[src/rtl/matrix_scan_ctrl.sv]
// matrix_scan_ctrl
// Scans a Rows x Cols analog mux matrix in row-major order. For every pixel it
// waits SettleCycles for the mux to settle, fires a one-cycle ADC start pulse,
// waits for the ADC done pulse, then reports the sample and moves on.
//
// Build option: define SCAN_CONTINUOUS_EN to scan frames back-to-back until a
// stop request is seen. Otherwise each start_i produces exactly one frame and
// stop_i is unused.
module matrix_scan_ctrl #(
    parameter int Width        = 5,
    parameter int Rows         = 2,
    parameter int Cols         = 2,
    parameter int SettleCycles = 16
) (
    input  logic             clk_i,
    input  logic             rst_ni,
    input  logic             start_i,
    input  logic             stop_i,
    input  logic             adc_done_i,
    output logic [Width-1:0] row_o,
    output logic [Width-1:0] col_o,
    output logic             adc_start_o,
    output logic             sample_valid_o,
    output logic             frame_done_o,
    output logic             busy_o
);

    localparam int CntW = (SettleCycles > 1) ? $clog2(SettleCycles) : 1;
    localparam logic [CntW-1:0]  SettleLast = CntW'(SettleCycles - 1);
    localparam logic [Width-1:0] RowLast    = Width'(Rows - 1);
    localparam logic [Width-1:0] ColLast    = Width'(Cols - 1);

    typedef enum logic [2:0] {
        IDLE,
        SETTLE,
        CONVERT,
        WAIT,
        ADVANCE
    } state_t;

    state_t          state;
    logic [CntW-1:0] settle_cnt;
    logic            last_pixel;

    assign last_pixel = (row_o == RowLast) && (col_o == ColLast);

`ifdef SCAN_CONTINUOUS_EN
    logic stop_latch;
    logic stop_req;

    // A stop seen in the final ADVANCE cycle itself still ends the run.
    assign stop_req = stop_latch | stop_i;

    // Remember a stop request until the frame in progress has completed.
    always_ff @(posedge clk_i or negedge rst_ni) begin
        if (!rst_ni) begin
            stop_latch <= 1'b0;
        end else if (state == ADVANCE && last_pixel) begin
            stop_latch <= 1'b0;
        end else if (state != IDLE && stop_i) begin
            stop_latch <= 1'b1;
        end
    end
`else
    logic unused_stop;
    assign unused_stop = stop_i;
`endif

    // Scan sequencer: state, pixel address, settle timer and registered pulses.
    always_ff @(posedge clk_i or negedge rst_ni) begin
        if (!rst_ni) begin
            state          <= IDLE;
            row_o          <= '0;
            col_o          <= '0;
            settle_cnt     <= '0;
            adc_start_o    <= 1'b0;
            sample_valid_o <= 1'b0;
            frame_done_o   <= 1'b0;
            busy_o         <= 1'b0;
        end else begin
            adc_start_o    <= 1'b0;
            sample_valid_o <= 1'b0;
            frame_done_o   <= 1'b0;
            case (state)
                IDLE: begin
                    if (start_i) begin
                        state      <= SETTLE;
                        busy_o     <= 1'b1;
                        row_o      <= '0;
                        col_o      <= '0;
                        settle_cnt <= '0;
                    end
                end
                SETTLE: begin
                    if (settle_cnt == SettleLast) begin
                        state       <= CONVERT;
                        adc_start_o <= 1'b1;
                        settle_cnt  <= '0;
                    end else begin
                        settle_cnt <= settle_cnt + CntW'(1);
                    end
                end
                CONVERT: begin
                    state <= WAIT;
                end
                WAIT: begin
                    // The sample and frame pulses cover the ADVANCE cycle,
                    // while row_o/col_o still name the converted pixel.
                    if (adc_done_i) begin
                        state          <= ADVANCE;
                        sample_valid_o <= 1'b1;
                        frame_done_o   <= last_pixel;
                    end
                end
                ADVANCE: begin
                    settle_cnt <= '0;
                    if (last_pixel) begin
                        row_o <= '0;
                        col_o <= '0;
`ifdef SCAN_CONTINUOUS_EN
                        if (stop_req) begin
                            state  <= IDLE;
                            busy_o <= 1'b0;
                        end else begin
                            state <= SETTLE;
                        end
`else
                        state  <= IDLE;
                        busy_o <= 1'b0;
`endif
                    end else begin
                        state <= SETTLE;
                        if (col_o == ColLast) begin
                            col_o <= '0;
                            row_o <= row_o + Width'(1);
                        end else begin
                            col_o <= col_o + Width'(1);
                        end
                    end
                end
                default: begin
                    state  <= IDLE;
                    busy_o <= 1'b0;
                end
            endcase
        end
    end

endmodule
[config.mk]
export PLATFORM = sky130hd
export DESIGN_NAME = matrix_scan_ctrl
export DESIGN_NICKNAME = d
export VERILOG_FILES = /design/src/rtl/matrix_scan_ctrl.sv
export SDC_FILE = /design/constraint.sdc
export NUM_CORES = 1
export LEC_CHECK = 0
export ABC_AREA = 1
export CORE_ASPECT_RATIO = 1.75
export CORE_MARGIN = 3
export CORE_UTILIZATION = 40
export CTS_BUF_LIST = sky130_fd_sc_hd__clkbuf_4 sky130_fd_sc_hd__clkbuf_8
export CTS_CLUSTER_SIZE = 14
export DETAILED_ROUTE_END_ITERATION = 7
export GPL_TIMING_DRIVEN = 0
export SETUP_SLACK_MARGIN = 0.3
export SLEW_MARGIN = 20
export SYNTH_ARGS = -nofsm -noshare
export SYNTH_HDL_FRONTEND = slang
export SYNTH_SLANG_ARGS = --single-unit
[constraint.sdc]
create_clock -name clk_i -period 4.13 [get_ports clk_i]
set_clock_uncertainty 0.2 [all_clocks]
set_input_delay 0.6195 -clock clk_i [delete_from_list [all_inputs] [get_ports clk_i]]
set_output_delay 0.6195 -clock clk_i [all_outputs]
set_load 0.005 [all_outputs]
======== Word-level counts from Yosys, hierarchy flattened ========
Index checks and enable logic that the tools add are counted.
operators by class
  equal/unequal tests ..................... 12
  multiply operators ...................... 0
  mux-type cells .......................... 24
  div/mod/pow operators ................... 0
  shift-type cells ........................ 0
  add/sub/neg operators ................... 3
  bitwise logic cells ..................... 1
  reductions and logical operators ........ 10
  magnitude comparators ................... 0
operators by type and width
  cell                                                  count
  two-way mux 5 bit                                     5
  case mux 5 bit (2 select lines)                       2
  case mux 3 bit (5 select lines)                       1
  case mux 4 bit (3 select lines)                       1
  adder 5 x 1 -> 5 bit (second input constant)          2
  equality test 5 x 1 -> 1 bit (second input constant)  2
  two-way mux 1 bit                                     9
  two-way mux 3 bit                                     3
  AND reduction 3 bit                                   3
  two-way mux 4 bit                                     2
  inequality test 2 bit (second input constant)         4
  equality test 3 x 2 -> 1 bit (second input constant)  2
  adder 4 x 1 -> 4 bit (second input constant)          1
  equality test 4 bit (second input constant)           1
  AND reduction 2 bit                                   2
  equality test 3 x 1 -> 1 bit (second input constant)  1
  equality test 3 bit (second input constant)           1
  zero test 3 bit                                       1
  inequality test 3 bit (second input constant)         1
  case mux 1 bit (3 select lines)                       1
  nonzero test 3 bit                                    1
  OR reduction 3 bit                                    1
  nonzero test 2 bit                                    1
  logical AND 1 bit                                     1
  inverter 1 bit                                        1
storage, ports and cells
  latch bits .............................. 0
  word-level logic and storage cells ...... 58
  bits in read-only memories .............. 0
  bits in writable memories ............... 0
  bits in registers ....................... 21
  memories kept ........................... 0

======== Longest topological paths before layout ========
  depth in word-level cells ............... 4
  gate-level depth with buffers ........... 9
  depth with buffers taken out ............ 9

======== Least setup slack after synthesis ========
Ideal clock, no wire load.
  path type ............................... in2reg
  start ................................... in start_i
  end ..................................... reg row_o[3]
  arrival ................................. 1084 ps
  path buffers ............................ 0
  stages on the path ...................... 6
  path slack .............................. 2730 ps
  cells stage by stage .................... o21ai_1 > inv_2 > nand2_4 > inv_1 > nand2_1 > nand2_1
on the way
  word-level cells in the longest chain between the ends .. 2
RTL lines
  item                             line  source
  start, declared                  17    input logic start_i,
  inequality test 2 bit (no line)  -
  AND reduction 3 bit (no line)    -
  end signal, assigned             135   row_o <= row_o + Width'(1);
  end, declared                    20    output logic [Width-1:0] row_o,
Every way passes these cells.
A chain may end at the register's enable or synchronous reset.

======== Final worst setup path ========
  start ................................... reg row_o[3]
  end ..................................... out row_o[3]
No word-level cell between the ends.

==> flow_metrics.env <==
export IMPL_status="finished clean"
export IMPL_ys_flop_type="dfrtp_1"
export IMPL_grtUsageMet2_pct=25.4
export IMPL_track_usage_pct=14.7
export IMPL_place_congestion=0.860
export IMPL_rrSetupSlack_ps=2560
export IMPL_max_slew_margin_pct=38.5
export IMPL_rsz0062_at_grt="false"
export IMPL_syn_area_per_cell_um2=8.10
export IMPL_cp_required_ps=3310
export IMPL_area_growth_syn_to_layout_pct=22.5
export IMPL_grt_pass1_vias=924
export IMPL_diodes=0
export IMPL_intPower_mw=0.463
export IMPL_tightest_slew_ps=920
export IMPL_setup_viol=0
export IMPL_netlist_area_mm2=0.00112
export IMPL_die_h_um=75.9
export IMPL_viasPerCell=4.98
export IMPL_fmax_mhz=486
export IMPL_crit_family="buffers and inverters"
export IMPL_ant_nets=0
export IMPL_critical_path_class="reg2out"
export IMPL_design_core_area_mm2=0.00258
export IMPL_crit_buf_inv=1
export IMPL_power_switching_mw=0.294
export IMPL_fin_nets=170
export IMPL_drt_iter0_drc=19
export IMPL_worst_setup_path_end_kind="primary output"
export IMPL_dr_pass1_iters=4
export IMPL_dr_total_vias=921
export IMPL_holdCritStartpoint="busy_o"
export IMPL_max_clock_path_buffers=2
export IMPL_cts_resized=0
export IMPL_die_w_um=46.0
export IMPL_period_share_pct=49.9
export IMPL_seq_power_share_pct=42.6
export IMPL_cp_max_fo=6
export IMPL_grt_pass1_wl_um=3920
export IMPL_clkLatencyLatePin_ps=260
export IMPL_syn_instance_count=138
export IMPL_power_density_mw_per_mm2=553
export IMPL_dp_hpwl_um=1780
export IMPL_numClockSinks=21
export IMPL_ios=19
export IMPL_hp_class="reg2reg"
export IMPL_ys_types=20
export IMPL_grt_max_degree=22
export IMPL_period_needed_ps=2060
export IMPL_critical_path_depth=1
export IMPL_cp_arrival_ps=1240
export IMPL_cts_tree="done"
export IMPL_slowest_stage="clkdlybuf4s50_1"
export IMPL_crit_path_start_kind="flop"
export IMPL_dieArea_mm2=0.00349
export IMPL_min_to="busy_o"
export IMPL_hold_buffers=0
export IMPL_grtUsageMet1_pct=16.3
export IMPL_finalSetupTns_ps=0
export IMPL_finalHoldViolCount=0
export IMPL_reg2regPathDepth=9
export IMPL_r2r_end="state[0]"
export IMPL_ir_drop_mv=0.377
export IMPL_busiest_layer="met2"
export IMPL_r2r_start="col_o[1]"
export IMPL_port_buffers=17
export IMPL_overflow=0
export IMPL_critPathMaxStageDelay_ps=540
export IMPL_min_path_cells=2
export IMPL_drc_errors=0
export IMPL_clkPwrFrac_pct=18.2
export IMPL_switching_share_pct=38.9
export IMPL_layout_commonest_cell="nand2_1"
export IMPL_fin_util_pct=53.0
export IMPL_p_leak_nw=0.659
export IMPL_ys_seq_area_share_pct=47.0
export IMPL_ys_ff_latch=21
export IMPL_root_buffer="clkbuf_8"
export IMPL_critical_path_cell_chain="clkdlybuf4s50_1"
export IMPL_grt_antenna_before_repair=0
export IMPL_syn_num_nets=148
export IMPL_synth_warnings=0
export IMPL_async_flop_share_pct=100
export IMPL_final_cell_mix="35 x nand2_1, 21 x dfrtp_1, 17 x clkdlybuf4s50_1, 15 x inv_1, 15 x nand3_1"
export IMPL_drive_above_1_share_pct=8.18
export IMPL_cap_violations=0
export IMPL_combPwrFrac_pct=39.2
export IMPL_start_util_pct=43.3
export IMPL_slew_viol_final=0
export IMPL_post_cts_buffers=0
export IMPL_numCtsBuffers=3
export IMPL_htreeDepth=1
export IMPL_cts_clk_slew_worst_paths_ps=70
export IMPL_grt_use_met3_pct=1.42
export IMPL_num_rows=24
export IMPL_drt_wl_total_um=2230
export IMPL_wl_per_cell_um=12.1
export IMPL_synth_edf_count=0
-- metrics by stage --
stage               hold WS, ps  setup WS, ps  std cells  total power [mW]  instance area (µm²)
floorplan                   124          2730        138             0.520                 1120
global placement            265          2110        181             0.621                 1320
detailed placement          258          2080        181             0.628                 1320
CTS                         277          2050        185             0.768                 1370
global route                289          2010        185             0.824                 1370
finish                      272          2070        185             0.757                 1370
-- area by class of cell --
class                   instances  area, µm²
flip-flops and latches         21        526
inverters                      19       71.3
clock buffers                   4       48.8
repair buffers                 17        170
fillers                       250       1210
well taps                      26       32.5
multi-input cells              98        520
-- cells in the mapped netlist, types with 2 or more instances --
cell type / n / area, µm²
nand2_1: 35 / 131
dfrtp_1: 21 / 526
inv_1: 15 / 56.3
nand3_1: 15 / 75.1
nor2_1: 13 / 48.8
o21ai_0: 6 / 30.0
ha_1: 5 / 62.6
o21ai_1: 5 / 25.0
o22ai_1: 5 / 31.3
inv_2: 4 / 15.0
xor2_1: 4 / 35.0
nor2_4: 2 / 22.5
-- flip-flops by register name, indices dropped and copies added, names as in the netlist --
name and cells:
col_o 5, row_o 5, settle_cnt 4, state 3, adc_start_o 1, busy_o 1, frame_done_o 1, sample_valid_o 1
-- worst max-delay path by stage --
stage / start / end / slack [ps]
global route: row_o[3] / row_o[3] / 2010
CTS: row_o[3] / row_o[3] / 2050
global placement: rst_ni / row_o[1] / 2110
finish: row_o[3] / row_o[3] / 2070
detailed placement: rst_ni / adc_start_o / 2080
floorplan: start_i / row_o[3] / 2730
-- routing by layer --
layer / up-vias / wire length [µm]
met5: - / 0
met4: 0 / 57
met3: 4 / 41
met2: 11 / 1220
met1: 419 / 913
li1: 487 / -
-- power by group through the flow --
stage               combinational, mW  sequential [mW]  clock [mW]
finish                          0.297            0.323       0.138
global route                    0.346            0.332       0.146
CTS                             0.302            0.323       0.143
detailed placement              0.302            0.327           0
global placement                0.296            0.325           0
floorplan                       0.203            0.316           0
-- kinds of logic (layout without fill, tap and decap cells) --
logic type / after synthesis / after routing / share of synthesized area [%]
compound gates: 17 / 17 / 8.17
xor+xnor: 5 / 5 / 3.92
fa+ha+maj: 5 / 5 / 5.60
buf+inv: 19 / 40 / 6.38
flops: 21 / 21 / 47.0
simple gates: 71 / 71 / 28.9
No activity file was read; power rests on OpenSTA's default activity.
